## src/rtl/uart_rx_pkg.sv

```systemverilog
// uart_rx_pkg: shared UART definitions (receiver FSM states, default line settings).
//  UART_CLK_FREQ / UART_BAUD_RATE : default clocking shared with the transmitter
//  uart_rx_state_t                : receiver FSM state encoding
//  baud_div()                     : clocks per bit for a given clock and line rate
package uart_rx_pkg;

    localparam int UART_CLK_FREQ  = 20_000_000;
    localparam int UART_BAUD_RATE = 115_200;

    typedef enum logic [2:0] {
        RX_IDLE  = 3'd0,
        RX_START = 3'd1,
        RX_DATA  = 3'd2,
        RX_STOP  = 3'd3,
        RX_BREAK = 3'd4
    } uart_rx_state_t;

    function automatic int baud_div(input int clk_freq, input int baud_rate);
        return clk_freq / baud_rate;
    endfunction

endpackage

```

## src/rtl/uart_rx_if.sv

```systemverilog
// uart_rx_if: receive-side byte buffer interface between the UART receiver and its consumer.
//  Data      : received byte, stable while Valid=1
//  Valid     : byte available, held until Ack
//  Ack       : consumer takes Data (only meaningful while Valid=1)
//  Busy      : receiver is inside a frame or a line break
//  Frame_Err : one-cycle pulse on a bad stop bit
//  Overrun   : sticky, a byte was dropped because the buffer was still full
//  modport master : receiver side, modport slave : consumer side
interface uart_rx_if #(
    parameter int DATA_BITS = 8
);
    logic [DATA_BITS-1:0] Data;
    logic                 Valid;
    logic                 Ack;
    logic                 Busy;
    logic                 Frame_Err;
    logic                 Overrun;

    modport master (output Data, output Valid, output Busy, output Frame_Err, output Overrun,
                    input  Ack);
    modport slave  (input  Data, input  Valid, input  Busy, input  Frame_Err, input  Overrun,
                    output Ack);
endinterface

```

## src/rtl/uart_rx_sync_2ff.sv

```systemverilog
// uart_rx_sync_2ff: two-flop synchroniser for a single asynchronous input.
//  Clk  : destination clock
//  Rst  : synchronous active-high reset, loads RESET_VAL into both flops
//  din  : asynchronous input
//  dout : synchronised output (two clocks of latency)
module uart_rx_sync_2ff #(
    parameter logic RESET_VAL = 1'b1
) (
    input  logic Clk,
    input  logic Rst,
    input  logic din,
    output logic dout
);
    logic meta_r;
    logic sync_r;

    // Two-stage capture of the asynchronous input.
    always_ff @(posedge Clk) begin
        if (Rst) begin
            meta_r <= RESET_VAL;
            sync_r <= RESET_VAL;
        end else begin
            meta_r <= din;
            sync_r <= meta_r;
        end
    end

    assign dout = sync_r;
endmodule

```

## src/rtl/uart_rx.sv

```systemverilog
// uart_rx: 8N1 serial receiver with a one-entry valid/ack output buffer.
//  Clk : system clock, Rst : synchronous active-high reset
//  RXD : asynchronous serial input, idle high
//  bus : uart_rx_if master (Data, Valid, Ack, Busy, Frame_Err, Overrun)
// The start bit is confirmed at its midpoint; every later bit is sampled one bit period
// after the previous sample, so all samples land mid-bit. The byte is loaded into the
// output buffer at the stop-bit sample, giving Valid 2+HALF+DATA_BITS*DIV+DIV+1 clocks
// after the RXD falling edge.
module uart_rx
    import uart_rx_pkg::*;
#(
    parameter int CLK_FREQ  = UART_CLK_FREQ,
    parameter int BAUD_RATE = UART_BAUD_RATE,
    parameter int DATA_BITS = 8
) (
    input  logic       Clk,
    input  logic       Rst,
    input  logic       RXD,
    uart_rx_if.master  bus
);
    localparam int DIV   = baud_div(CLK_FREQ, BAUD_RATE);
    localparam int HALF  = DIV / 2;
    localparam int CNT_W = $clog2(DIV);
    localparam int IDX_W = (DATA_BITS > 1) ? $clog2(DATA_BITS) : 1;

    localparam logic [CNT_W-1:0] CNT_ZERO  = CNT_W'(0);
    localparam logic [CNT_W-1:0] CNT_ONE   = CNT_W'(1);
    localparam logic [CNT_W-1:0] DIV_LAST  = CNT_W'(DIV - 1);
    localparam logic [CNT_W-1:0] HALF_LAST = CNT_W'(HALF - 1);
    localparam logic [IDX_W-1:0] IDX_ZERO  = IDX_W'(0);
    localparam logic [IDX_W-1:0] IDX_ONE   = IDX_W'(1);
    localparam logic [IDX_W-1:0] BIT_LAST  = IDX_W'(DATA_BITS - 1);

    if (DIV < 4) begin : g_div_check
        $error("uart_rx: CLK_FREQ/BAUD_RATE must be at least 4");
    end

    logic                 rxd_s;
    uart_rx_state_t       state_r;
    uart_rx_state_t       state_nxt_s;
    logic [CNT_W-1:0]     baud_cnt_r;
    logic [IDX_W-1:0]     bit_idx_r;
    logic [DATA_BITS-1:0] shift_r;
    logic [DATA_BITS-1:0] data_r;
    logic                 valid_r;
    logic                 busy_r;
    logic                 frame_err_r;
    logic                 overrun_r;
    logic                 bit_tick_s;
    logic                 stop_ok_s;
    logic                 stop_bad_s;
    logic                 ack_s;

    assign ack_s = bus.Ack;

    uart_rx_sync_2ff #(.RESET_VAL(1'b1)) u_sync (
        .Clk  (Clk),
        .Rst  (Rst),
        .din  (RXD),
        .dout (rxd_s)
    );

    // Next-state decode and per-cycle sample strobes.
    always_comb begin
        state_nxt_s = state_r;
        bit_tick_s  = 1'b0;
        stop_ok_s   = 1'b0;
        stop_bad_s  = 1'b0;
        case (state_r)
            RX_IDLE: begin
                if (!rxd_s) state_nxt_s = RX_START;
                else        state_nxt_s = RX_IDLE;
            end
            RX_START: begin
                // A start bit that is gone by mid-bit is treated as a glitch.
                if (baud_cnt_r == HALF_LAST) state_nxt_s = rxd_s ? RX_IDLE : RX_DATA;
                else                         state_nxt_s = RX_START;
            end
            RX_DATA: begin
                bit_tick_s = (baud_cnt_r == DIV_LAST);
                if (bit_tick_s && (bit_idx_r == BIT_LAST)) state_nxt_s = RX_STOP;
                else                                       state_nxt_s = RX_DATA;
            end
            RX_STOP: begin
                if (baud_cnt_r == DIV_LAST) begin
                    stop_ok_s   = rxd_s;
                    stop_bad_s  = !rxd_s;
                    state_nxt_s = rxd_s ? RX_IDLE : RX_BREAK;
                end else begin
                    state_nxt_s = RX_STOP;
                end
            end
            RX_BREAK: begin
                // A held-low line must return high before a new start can be seen.
                if (rxd_s) state_nxt_s = RX_IDLE;
                else       state_nxt_s = RX_BREAK;
            end
            default: state_nxt_s = RX_IDLE;
        endcase
    end

    // FSM state, counters, shift register and registered outputs.
    always_ff @(posedge Clk) begin
        if (Rst) begin
            state_r     <= RX_IDLE;
            busy_r      <= 1'b0;
            baud_cnt_r  <= CNT_ZERO;
            bit_idx_r   <= IDX_ZERO;
            shift_r     <= '0;
            data_r      <= '0;
            valid_r     <= 1'b0;
            frame_err_r <= 1'b0;
            overrun_r   <= 1'b0;
        end else begin
            state_r <= state_nxt_s;
            busy_r  <= (state_nxt_s != RX_IDLE);

            if ((state_nxt_s != state_r) || (state_r == RX_IDLE) || (state_r == RX_BREAK)) begin
                baud_cnt_r <= CNT_ZERO;
            end else if (baud_cnt_r == DIV_LAST) begin
                baud_cnt_r <= CNT_ZERO;
            end else begin
                baud_cnt_r <= baud_cnt_r + CNT_ONE;
            end

            if (state_r == RX_START) begin
                bit_idx_r <= IDX_ZERO;
            end else if (bit_tick_s) begin
                bit_idx_r <= (bit_idx_r == BIT_LAST) ? IDX_ZERO : (bit_idx_r + IDX_ONE);
            end

            // LSB arrives first, so shift in from the top.
            if (bit_tick_s) begin
                shift_r <= {rxd_s, shift_r[DATA_BITS-1:1]};
            end

            frame_err_r <= stop_bad_s;

            if (stop_ok_s) begin
                if (valid_r && !ack_s) begin
                    // Buffer still owned by the consumer: keep old byte, drop new one.
                    overrun_r <= 1'b1;
                end else begin
                    data_r  <= shift_r;
                    valid_r <= 1'b1;
                    if (valid_r) begin
                        overrun_r <= 1'b0;
                    end
                end
            end else if (valid_r && ack_s) begin
                valid_r   <= 1'b0;
                overrun_r <= 1'b0;
            end
        end
    end

    assign bus.Data      = data_r;
    assign bus.Valid     = valid_r;
    assign bus.Busy      = busy_r;
    assign bus.Frame_Err = frame_err_r;
    assign bus.Overrun   = overrun_r;
endmodule

```

## src/flat_wrapper.sv

```systemverilog
// flat-port wrapper written by rule: the top's interface ports become plain ports
module uart_rx_flat import uart_rx_pkg::*;
#(
    parameter int CLK_FREQ  = UART_CLK_FREQ,
    parameter int BAUD_RATE = UART_BAUD_RATE,
    parameter int DATA_BITS = 8
)
  (Clk, Rst, RXD, bus_Data, bus_Valid, bus_Busy, bus_Frame_Err, bus_Overrun, bus_Ack);
  uart_rx_if #(.DATA_BITS(DATA_BITS)) bus_i ();
  input  logic Clk;
  input  logic Rst;
  input  logic RXD;
  output wire logic [$bits(bus_i.Data)-1:0] bus_Data;
  output wire logic [$bits(bus_i.Valid)-1:0] bus_Valid;
  output wire logic [$bits(bus_i.Busy)-1:0] bus_Busy;
  output wire logic [$bits(bus_i.Frame_Err)-1:0] bus_Frame_Err;
  output wire logic [$bits(bus_i.Overrun)-1:0] bus_Overrun;
  input wire logic [$bits(bus_i.Ack)-1:0] bus_Ack;
  assign bus_Data = bus_i.Data;
  assign bus_Valid = bus_i.Valid;
  assign bus_Busy = bus_i.Busy;
  assign bus_Frame_Err = bus_i.Frame_Err;
  assign bus_Overrun = bus_i.Overrun;
  assign bus_i.Ack = bus_Ack;
  uart_rx #(.CLK_FREQ(CLK_FREQ), .BAUD_RATE(BAUD_RATE), .DATA_BITS(DATA_BITS)) u_core (.Clk(Clk), .Rst(Rst), .RXD(RXD), .bus(bus_i));
endmodule
```

## config.mk

```make
export PLATFORM = sky130hd
export DESIGN_NAME = uart_rx_flat
export DESIGN_NICKNAME = d
export VERILOG_FILES = /design/src/rtl/uart_rx_pkg.sv /design/src/rtl/uart_rx_if.sv /design/src/rtl/uart_rx_sync_2ff.sv /design/src/rtl/uart_rx.sv /design/src/flat_wrapper.sv
export SDC_FILE = /design/constraint.sdc
export NUM_CORES = 1
export LEC_CHECK = 0
export CAP_MARGIN = 20
export CORE_MARGIN = 2
export CORE_UTILIZATION = 55
export CTS_BUF_LIST = sky130_fd_sc_hd__clkbuf_8
export DETAILED_ROUTE_END_ITERATION = 6
export PLACE_DENSITY = 0.81
export SYNTH_ARGS = -nofsm -noshare
export SYNTH_HDL_FRONTEND = slang
export SYNTH_HIERARCHICAL = 1
export SYNTH_SLANG_ARGS = --single-unit
```

## constraint.sdc

```tcl
create_clock -name Clk -period 2.65 [get_ports Clk]
set_clock_uncertainty 0.15 [all_clocks]
set_input_delay 0.265 -clock Clk [delete_from_list [all_inputs] [get_ports Clk]]
set_output_delay 0.265 -clock Clk [all_outputs]
set_load 0.01 [all_outputs]
```

==> results.md, run 1 <==
- Final Hold Fails: 0
- Share of cells above drive strength 1: 14.9%
- Fillcell total: 213
- First-pass GRT wire length: 5.31 mm
- Top-level port count: 16
- Final setup viols: 0
- Input/output buffers: 15
- Chip width: 57.9 um
- CP arrival: 2130 ps
- Final period util: 79.4%
- Drt wl/cell: 15.0 um
- CP Launch Type: flip-flop
- Post-synth top flop: dfxtp_1
- Placed cells: 198
- Via count: 1195
- Slew margin rel.: 52.5%
- Vias in the first global route: 1128
- Register area: 721 um2
- CP top delay family: simple AND/OR/NAND/NOR gates
- CTS tree: done
- Via/cell ratio: 5.80
- Antenna diodes: 0
- Largest stage delay, worst path: 670 ps
- Fin Hold WS: 274 ps
- Crit-path cells: inv_1 > ha_1 > nand4bb_4 > nor4_4 > mux2i_1 > nor2_2
- Max Transition Viols Final: 0
- Starting density of the core: 57.9%
- Max cap viols: 0
- Cell leakage power: 0.698 nW
- EDFF count, synth: 0
- Cts bufs inserted: 5
- DRC: 0
- Total gr overflow: 0
- Post-synthesis register bit count: 36
- Hold Path Class: flip-flop to flip-flop
- GRT Util Overall: 21.1%
- Post-DP HPWL: 2.23 mm
- Clk root buf: clkbuf_8
- Synth Area per Inst: 10.1 um2
- RSZ-0062 raised after global routing: false
- Outcome: completed
- Number of DRC markers in iteration 0: 74
- Fmax: 0.475 GHz
- Clk buf depth: 2
- Clock transition at path regs: 70 ps
- Worst-path maximum fanout: 8
- Routability congestion estimate: 0.779
- Largest net degree at the start of global routing: 27
- Yosys warning count: 6
- Setup tns final: 0 ps
- Critical path required time: 2670 ps
- Final Net Count: 183
- CP Capture Type: flip-flop
- CTS HTree Levels: 2
- Post-CTS Setup Inserts: 0
- Die height: 57.9 um
- Worst-Margin Slew: 708 ps
- Max VDD drop: 0.426 mV
- Mapped Nets: 167
- Post-DRT Antenna Nets: 0
- Clock Latency Late Sink: 290 ps
- Layout Cells excl Fill: 206
- Core area: 0.00276 mm2
- CTS Hold Buffers Added: 0
- Mapped Cells: 158
- Async SR Flop Fraction: 0%
- Site row count: 19
- Synth Cell Area: 0.00160 mm2
- Initial DRT Pass Iterations: 4
- Yosys cell types: 42
- Slowest CP cell: nor4_4
- Multi-input gate area: 826 um2
- Initial antenna violation count: 0
- Post-CTS Resized: 0
- Post-synthesis sequential area ratio: 45.1%
- Die Area: 0.00335 mm2
- WP buf/inv: 1
- P&R area growth vs syn: 16.4%
- Power Density: 527 mW/mm2
- Critical setup path kind: flip-flop to flip-flop
- Final Critical Period: 2110 ps
- Clock Sink Count: 36
- Final WL: 3.09 mm
==> final timing paths <==
kind,startpoint,to,slack (ps),depth (start not counted)
min reg2reg,u_core/u_sync/meta_r$_SDFF_PP1_,u_core/u_sync/dout$_SDFF_PP1_,270,1
max reg2reg,u_core/baud_cnt_r[0]$_SDFF_PP0_,u_core/bus.Data[0]$_SDFFE_PP0P_,540,6
min,u_core/u_sync/meta_r$_SDFF_PP1_,u_core/u_sync/dout$_SDFF_PP1_,270,1
max,u_core/baud_cnt_r[0]$_SDFF_PP0_,u_core/bus.Data[0]$_SDFFE_PP0P_,540,6
==> flip-flops by register name, indices dropped and copies added (netlist names) <==
name and cells:
u_core/baud_cnt_r 8, u_core/bus.Valid 1, u_core/u_sync/meta_r 1, u_core/bus.Data 8, u_core/state_r 3, u_core/shift_r 8
u_core/bus.Frame_Err 1, u_core/bit_idx_r 3, u_core/bus.Overrun 1, u_core/u_sync/dout 1, u_core/bus.Busy 1
==> placed cells by master (no fill, tap or decap), types with 2 or more instances in the layout <==
master | Yosys | routed
a2bb2oi_1 | 2 | 2
mux2i_1 | 17 | 17
and3_1 | 2 | 2
clkdlybuf4s50_1 | 0 | 15
nor3_1 | 10 | 10
nand3_1 | 7 | 7
nor2_2 | 8 | 8
nor2_1 | 14 | 14
clkbuf_8 | 0 | 6
inv_1 | 4 | 5
xor2_1 | 5 | 5
or3_1 | 2 | 2
buf_4 | 0 | 2
o21ai_0 | 2 | 2
a21oi_1 | 6 | 6
dfxtp_1 | 36 | 36
or2_1 | 2 | 2
nand4_1 | 2 | 2
ha_1 | 5 | 5
or2_2 | 2 | 2
nand2_1 | 3 | 3
==> cells in the mapped netlist (all sizes together), types with 2 or more instances <==
library cell,instances,share of area [%]
nor3,10,3.1
buf,6,1.8
nand3,8,2.8
and3,2,0.78
dfxtp,36,45
or3,2,0.78
a211oi,2,1.3
inv,4,0.94
nor2,22,6.4
clkbuf,2,0.47
nand2,3,0.70
a21oi,6,1.9
xor2,5,2.7
or2,4,1.6
ha,5,3.9
nand4,2,0.78
o21ai,2,0.63
mux2i,17,11
a2bb2oi,2,1.1
==> logic make-up after synthesis <==
| group | after synthesis | share of synthesized area (%) |
|---|---|---|
| flip-flops | 36 | 45.1 |
| adder cells (fa/ha/maj) | 5 | 3.92 |
| AO/OA/AOI/OAI | 16 | 7.20 |
| AND/OR/NAND/NOR | 66 | 26.6 |
| XOR/XNOR | 6 | 3.29 |
| buffers and inverters | 12 | 3.21 |
| multiplexers | 17 | 10.6 |
==> routing by layer <==
layer  part of all wire [%]  up-vias  track usage, %
met5                      0        -               0
met1                     43      576            25.8
met3                    4.1        5            5.58
met2                     51       26            34.6
li1                       -      588               -
met4                    1.5        0            9.97
==> power by group <==
part	internal, mW	switching (mW)	total (mW)
Clock	0.207	0.190	0.397
Sequential	0.544	0.00469	0.549
Combinational	0.0140	0.0186	0.0326
Total	0.766	0.213	0.979
==> stage by stage <==
stage | power, mW | util (%) | setup slack [ps] | cell area, um2
floorplan | 0.581 | - | 787 | 1600
global placement | 0.593 | 64.0 | 660 | 1770
detailed placement | 0.594 | 64.0 | 545 | 1770
CTS | 0.989 | 67.4 | 528 | 1860
global route | 1.02 | 67.4 | 420 | 1860
finish | 0.979 | 67.4 | 545 | 1860
==> area by class of cell <==
| class | instances | area share (%) |
|---|---|---|
| inverters | 4 | 0.808 |
| clock inverters | 2 | 0.606 |
| clock buffers | 6 | 4.44 |
| repair buffers | 17 | 8.88 |
| well taps | 31 | 2.09 |
| multi-input cells | 110 | 44.4 |
| flip-flops and latches | 36 | 38.8 |
Power figures use the tool's default switching activity.
==> inputs of run 2 (changes only) <==
Clock period 2.65 ns to 2.2 ns, I/O delays scaled along.
==> run 2 against run 1 <==
  * Maximum frequency up 9.7%
  * Via count is 0.50% higher
  * Sequential power increased by 21%
  * Sequential share of layout area about the same
  * Highest routed layer unchanged
  * Sequential cell count is the same
  * Worst hold slack lost 19 ps
  * Critical path type unchanged
  * Power grew 19%
  * Largest cell class unchanged
  * Critical endpoint is now u_core/baud_cnt_r[2]$_SDFF_PP0_
  * Critical path depth unchanged
==> results.md, run 2 (same netlist as run 1, synthesis figures left out) <==
- Clock Latency Late Sink: 290 ps (about the same)
- Site row count: 19 (unchanged)
- Routability congestion estimate: 0.855 (was 0.779)
- Top Metal Used: met4 (unchanged)
- Post-DP HPWL: 2.11 mm (was 2.23 mm)
- Slowest CP cell: dfxtp_1 (was nor4_4)
- Post-CTS Setup Inserts: 0 (unchanged)
- Outcome: completed (unchanged)
- CTS Hold Buffers Added: 0 (unchanged)
- Share of cells above drive strength 1: 15.9% (was 14.9%)
- CP arrival: 1980 ps (was 2130 ps)
- Starting density of the core: 57.9% (unchanged)
- R2R cell count: 6 (unchanged)
- Post-CTS Resized: 0 (unchanged)
- WP buf/inv: 1 (unchanged)
- P&R area growth vs syn: 16.4% (about the same)
- Vias in the first global route: 1144 (was 1128)
- Final setup viols: 0 (unchanged)
- CP top delay family: simple AND/OR/NAND/NOR gates (unchanged)
- Drt wl/cell: 14.7 um (was 15.0 um)
- DRC: 0 (unchanged)
- Via count: 1201 (was 1195)
- Power Density: 624 mW/mm2 (was 527 mW/mm2)
- Clk buf depth: 2 (unchanged)
- Core area: 0.00276 mm2 (unchanged)
- Final Hold Fails: 0 (unchanged)
- Worst setup path start: u_core/baud_cnt_r[0]$_SDFF_PP0_ (unchanged)
- Die height: 57.9 um (unchanged)
- Total gr overflow: 0 (unchanged)
- CTS tree: done (unchanged)
- CP Launch Type: flip-flop (unchanged)
- Critical setup path kind: flip-flop to flip-flop (unchanged)
- Clk root buf: clkbuf_8 (unchanged)
- Final WL: 3.04 mm (was 3.09 mm)
- Clock transition at path regs: 70 ps (about the same)
- Crit-path cells: inv_1 > ha_1 > and4bb_2 > nand2_1 > nand3_1 > nor3_1 (was inv_1 > ha_1 > nand4bb_4 > nor4_4 > mux2i_1 > nor2_2)
- Cell leakage power: 0.702 nW (was 0.698 nW)
- Wire length on met2: 1.48 mm (was 1.58 mm)
- CP endpoint: u_core/baud_cnt_r[2]$_SDFF_PP0_ (was u_core/bus.Data[0]$_SDFFE_PP0P_)
- CTS HTree Levels: 2 (unchanged)
- Top-level port count: 16 (unchanged)
- Input/output buffers: 15 (unchanged)
- Largest net degree at the start of global routing: 27 (unchanged)
- Die Area: 0.00335 mm2 (unchanged)
- Cts bufs inserted: 5 (unchanged)
- Layout Cells excl Fill: 207 (was 206)
- CP Capture Type: flip-flop (unchanged)
- Fmax: 0.521 GHz (was 0.475 GHz)
- RSZ-0062 raised after global routing: false (unchanged)
- Via/cell ratio: 5.80 (about the same)
- Initial antenna violation count: 0 (unchanged)
- Commonest non-fill, non-tap cell in the layout: dfxtp_1 (unchanged)
- Fillcell total: 221 (was 213)
- FF-to-FF End: u_core/baud_cnt_r[2]$_SDFF_PP0_ (was u_core/bus.Data[0]$_SDFFE_PP0P_)
- Most frequent cells in the layout: dfxtp_1 (36), mux2i_1 (17), clkdlybuf4s50_1 (15) (unchanged)
- Number of DRC markers in iteration 0: 24 (was 74)
- Critical path required time: 2260 ps (was 2670 ps)
- Max Transition Viols Final: 0 (unchanged)
- Reg2reg setup slack: 280 ps (was 540 ps)
- Slew margin rel.: 70.5% (was 52.5%)
- First-pass GRT wire length: 5.24 mm (was 5.31 mm)
- Max cap viols: 0 (unchanged)
- Chip width: 57.9 um (unchanged)
- Worst-Margin Slew: 442 ps (was 708 ps)
- Metal3 WL: 160 um (was 126 um)
- Clock Sink Count: 36 (unchanged)
- Number of stages on the worst setup path: 6 (unchanged)
- R2R Path Start: u_core/baud_cnt_r[0]$_SDFF_PP0_ (unchanged)
- Antenna diodes: 0 (unchanged)
- Setup tns final: 0 ps (unchanged)
- Worst-path maximum fanout: 8 (unchanged)
- Placed cells: 199 (was 198)
- Metal-1 WL: 1.35 mm (was 1.34 mm)
- Hold Path Class: flip-flop to flip-flop (unchanged)
- Initial DRT Pass Iterations: 4 (unchanged)
- Post-DRT Antenna Nets: 0 (unchanged)
- GRT Util Overall: 20.8% (was 21.1%)
- Core occupancy in the finished layout: 67.5% (was 67.4%)
- Max VDD drop: 0.726 mV (was 0.426 mV)
- Final period util: 87.2% (was 79.4%)
- Total power: 1.16 mW (was 0.979 mW)
- Largest stage delay, worst path: 410 ps (was 670 ps)
- Final Critical Period: 1920 ps (was 2110 ps)
- Final Net Count: 184 (was 183)
-- run 2: cell types whose count changed in the layout (fill, tap and decap cells not counted), sizes merged --
cell	change
clkinv	+3
buf	+1
clkbuf	-1
clkinvlp	-1
inv	-1
-- run 2: worst min-delay path by stage --
| stage | from | to | slack [ps] | cells past startpoint |
|---|---|---|---|---|
| 2_1_floorplan | Rst | u_core/u_sync/meta_r$_SDFF_PP1_ | 170 | 1 |
| 3_3_place_gp | u_core/u_sync/meta_r$_SDFF_PP1_ | u_core/u_sync/dout$_SDFF_PP1_ | 240 | 1 |
| 3_5_place_dp | u_core/u_sync/meta_r$_SDFF_PP1_ | u_core/u_sync/dout$_SDFF_PP1_ | 240 | 1 |
| 4_1_cts | u_core/u_sync/meta_r$_SDFF_PP1_ | u_core/u_sync/dout$_SDFF_PP1_ | 260 | 1 |
| 5_1_grt | u_core/u_sync/meta_r$_SDFF_PP1_ | u_core/u_sync/dout$_SDFF_PP1_ | 280 | 1 |
| 6_report | u_core/u_sync/meta_r$_SDFF_PP1_ | u_core/u_sync/dout$_SDFF_PP1_ | 250 | 1 |
-- run 2: layout make-up --
class	instances	area [um2]	share of cell area, %
clock inverter	3	18.8	1.01
inverter	4	15.0	0.807
clock buffer	5	68.8	3.70
sequential	36	721	38.7
multi-input combinational	110	826	44.4
tap	31	38.8	2.08
timing repair buffer	18	173	9.28
-- run 2: routing by layer --
metal  GRT usage (%)  vias up
met4            7.64        0
met3            7.59        5
met5               0        -
met2            33.8       31
met1            25.3      573
li1                -      592
-- run 2: report_power, final --
group          switching (mW)  internal (mW)
clock network           0.240          0.220
logic                  0.0224         0.0169
registers             0.00597          0.656
total                   0.268          0.893
-- run 2: through the flow --
stage	cell area (um2)	hold slack (ps)	setup slack (ps)
final	1860	255	281
after floorplan	1600	167	337
after global placement	1770	242	339
after CTS	1860	256	287
after detailed placement	1770	240	296
after global routing	1860	278	85.9
==> inputs of run 3 (changes only) <==
Settings changed: SLEW_MARGIN set to 20, SYNTH_HIERARCHICAL 1 to unset.
==> run 3 against run 2 <==
  * Wire length down 8.9%
  * Sequential cell count unchanged
  * Combinational power down 7.4%
  * Sequential share of layout area down 0.39 points
  * Cell count unchanged
  * Power up 9.3%
  * Clock power up 24%
  * Critical path depth unchanged
  * Non-clock buffer count unchanged
  * Register-to-register slack worse by 97 ps
  * Die area up 0.28%
  * Synthesized cell count unchanged
==> results.md, run 3 <==
- Number of DRC markers in iteration 0: 20 (was 24)
- Crit-path cells: inv_1 > ha_1 > nand4bb_4 > nor3_2 > and4_1 > mux2i_1 (was inv_1 > ha_1 > and4bb_2 > nand2_1 > nand3_1 > nor3_1)
- Fillcell total: 205 (was 221)
- Area leader, netlist: dfxtp_1 (unchanged)
- Post-DRT Antenna Nets: 0 (unchanged)
- Clk buf depth: 2 (unchanged)
- Post-synthesis register bit count: 36 (unchanged)
- DRC: 0 (unchanged)
- Critical setup path kind: flip-flop to flip-flop (unchanged)
- Setup tns final: 0 ps (unchanged)
- Post-CTS Resized: 0 (unchanged)
- CTS HTree Levels: 2 (unchanged)
- Worst setup path start: u_core.baud_cnt_r[0]$_SDFF_PP0_ (was u_core/baud_cnt_r[0]$_SDFF_PP0_)
- GRT Util Overall: 19.0% (was 20.8%)
- Initial DRT Pass Iterations: 4 (unchanged)
- CTS Hold Buffers Added: 0 (unchanged)
- Post-synth top flop: dfxtp_1 (unchanged)
- Largest net degree at the start of global routing: 23 (was 27)
- CP Launch Type: flip-flop (unchanged)
- Clk root buf: clkbuf_8 (unchanged)
- Yosys cell types: 39 (was 42)
- EDFF count, synth: 0 (unchanged)
- Drt wl/cell: 13.4 um (was 14.7 um)
- Final period util: 91.6% (was 87.2%)
- Worst-Margin Slew: 463 ps (was 442 ps)
- Reg2reg setup slack: 180 ps (was 280 ps)
- Core area: 0.00276 mm2 (unchanged)
- CP endpoint: u_core.bus.Data[3]$_SDFFE_PP0P_ (was u_core/baud_cnt_r[2]$_SDFF_PP0_)
- Max VDD drop: 0.710 mV (was 0.726 mV)
- Max cap viols: 0 (unchanged)
- P&R area growth vs syn: 17.3% (was 16.4%)
- Final setup viols: 0 (unchanged)
- CTS tree: done (unchanged)
- Yosys warning count: 0 (was 6)
- Async SR Flop Fraction: 0% (unchanged)
- R2R cell count: 6 (unchanged)
- Register area: 721 um2 (unchanged)
- Max Transition Viols Final: 0 (unchanged)
- Final WL: 2.77 mm (was 3.04 mm)
- Commonest non-fill, non-tap cell in the layout: dfxtp_1 (unchanged)
- Share of cells above drive strength 1: 10.8% (was 15.9%)
- Post-synthesis sequential area ratio: 45.0% (was 45.1%)
- Slew margin rel.: 69.1% (was 70.5%)
- Mapped Cells: 158 (unchanged)
- Power Density: 675 mW/mm2 (was 624 mW/mm2)
- First-pass GRT wire length: 4.73 mm (was 5.24 mm)
- Total gr overflow: 0 (unchanged)
- Layout Cells excl Fill: 207 (unchanged)
- Cell with the most instances after synthesis: dfxtp_1 (unchanged)
- Total power: 1.27 mW (was 1.16 mW)
- Cell leakage power: 0.637 nW (was 0.702 nW)
- Multi-input gate area: 813 um2 (was 826 um2)
- Starting density of the core: 58.1% (was 57.9%)
- Via/cell ratio: 5.45 (was 5.80)
- RSZ-0062 raised after global routing: false (unchanged)
- Post-CTS Setup Inserts: 0 (unchanged)
- CP Capture Type: flip-flop (unchanged)
- Clock Sink Count: 36 (unchanged)
- Synth top area share: 45.0% (was 45.1%)
- Clock Latency Late Sink: 290 ps (about the same)
- R2R Path Start: u_core.baud_cnt_r[0]$_SDFF_PP0_ (was u_core/baud_cnt_r[0]$_SDFF_PP0_)
- Via count: 1129 (was 1201)
- Mapped Nets: 167 (unchanged)
- Synth Area per Inst: 10.1 um2 (about the same)
- Fmax: 0.496 GHz (was 0.521 GHz)
- Top-level port count: 16 (unchanged)
- Die height: 58.0 um (was 57.9 um)
- Largest stage delay, worst path: 530 ps (was 410 ps)
- Largest cells by area after synthesis: dfxtp_1 (45%), mux2i_1 (11%), nand2b_1 (6.6%) (was dfxtp_1 (45%), mux2i_1 (11%), ha_1 (3.9%))
- Antenna diodes: 0 (unchanged)
- Site row count: 19 (unchanged)
- Placed cells: 199 (unchanged)
- Clock transition at path regs: 80 ps (was 70 ps)
- WP buf/inv: 1 (unchanged)
- FF-to-FF End: u_core.bus.Data[3]$_SDFFE_PP0P_ (was u_core/baud_cnt_r[2]$_SDFF_PP0_)
- Post-DP HPWL: 2.00 mm (was 2.11 mm)
- Hold Path Class: flip-flop to flip-flop (unchanged)
- Outcome: completed (unchanged)
- Final Hold Fails: 0 (unchanged)
- Leading cell types by count after synthesis: dfxtp_1 (36), mux2i_1 (18), nand2b_1 (17) (was dfxtp_1 (36), mux2i_1 (17), nor2_1 (14))
- Initial antenna violation count: 0 (unchanged)
- Final Critical Period: 2020 ps (was 1920 ps)
- Slowest CP cell: and4_1 (was dfxtp_1)
- Cts bufs inserted: 5 (unchanged)
- Chip width: 58.0 um (was 57.9 um)
- Worst-path maximum fanout: 8 (unchanged)
- Synth Cell Area: 0.00160 mm2 (about the same)
- CP arrival: 2090 ps (was 1980 ps)
- CP top delay family: simple AND/OR/NAND/NOR gates (unchanged)
- Routability congestion estimate: 0.759 (was 0.855)
- Final Net Count: 184 (unchanged)
- Most frequent cells in the layout: dfxtp_1 (36), mux2i_1 (18), nand2b_1 (17) (was dfxtp_1 (36), mux2i_1 (17), clkdlybuf4s50_1 (15))
- Vias in the first global route: 1101 (was 1144)
- Number of stages on the worst setup path: 6 (unchanged)
- Input/output buffers: 15 (unchanged)
- Die Area: 0.00336 mm2 (was 0.00335 mm2)
- Critical path required time: 2280 ps (was 2260 ps)
-- run 3: cell count changes after synthesis, sizes merged, moves of 3 or more --
cell | previous run | this run
buf | 6 | 3
a21oi | 6 | 2
nand2b | 1 | 18
nor2 | 22 | 16
nor3 | 10 | 4
clkbuf | 2 | 5
-- run 3: stage by stage --
stage | worst slack (ps) | instance area, um2 | utilization (%) | hold slack, ps
after CTS | 177 | 1880 | 68.1 | 279
after floorplan | 533 | 1600 | - | 172
final | 184 | 1880 | 68.1 | 271
after detailed placement | 180 | 1770 | 64.1 | 261
after global placement | 264 | 1770 | 64.1 | 251
after global routing | 25.2 | 1880 | 68.1 | 278
-- run 3: cell families (layout without fill, tap and decap cells) --
group,Yosys count,count (layout),synth area share (%)
AND/OR/NAND/NOR,64,64,25.6
buffers and inverters,14,32,4.29
adder cells (fa/ha/maj),5,5,3.90
AO/OA/AOI/OAI,15,15,6.71
XOR/XNOR,6,6,3.28
flip-flops,36,36,45.0
multiplexers,18,18,11.2
-- run 3: worst min-delay path by stage --
stage / startpoint / endpoint / slack [ps] / depth (start not counted)
4_1_cts: u_core.u_sync.meta_r$_SDFF_PP1_ / u_core.u_sync.dout$_SDFF_PP1_ / 280 / 1
3_5_place_dp: u_core.u_sync.meta_r$_SDFF_PP1_ / u_core.u_sync.dout$_SDFF_PP1_ / 260 / 1
2_1_floorplan: bus_Ack / u_core.bus.Overrun$_SDFFE_PP0P_ / 170 / 1
6_report: u_core.u_sync.meta_r$_SDFF_PP1_ / u_core.u_sync.dout$_SDFF_PP1_ / 270 / 1
5_1_grt: u_core.u_sync.meta_r$_SDFF_PP1_ / u_core.u_sync.dout$_SDFF_PP1_ / 280 / 1
3_3_place_gp: u_core.u_sync.meta_r$_SDFF_PP1_ / u_core.u_sync.dout$_SDFF_PP1_ / 250 / 1
-- run 3: cell type report --
| type | count | area share [%] |
|---|---|---|
| inverters | 6 | 1.20 |
| repair buffers | 18 | 9.19 |
| flip-flops and latches | 36 | 38.3 |
| multi-input cells | 108 | 43.3 |
| well taps | 31 | 2.06 |
| clock buffers | 5 | 3.66 |
| clock inverters | 3 | 2.26 |
-- run 3: per-layer routing --
layer	wire, um	vias up	track usage (%)
met5	0	-	0
met4	52	0	9.30
met3	102	7	7.37
met2	1320	13	30.4
met1	1290	526	22.2
li1	-	583	-
-- run 3: power breakdown --
group | switching, mW | internal, mW | leakage (nW)
combinational | 0.0173 | 0.0190 | 0.292
clock | 0.236 | 0.335 | 0.0541
sequential | 0.00479 | 0.656 | 0.291
total | 0.258 | 1.01 | 0.637
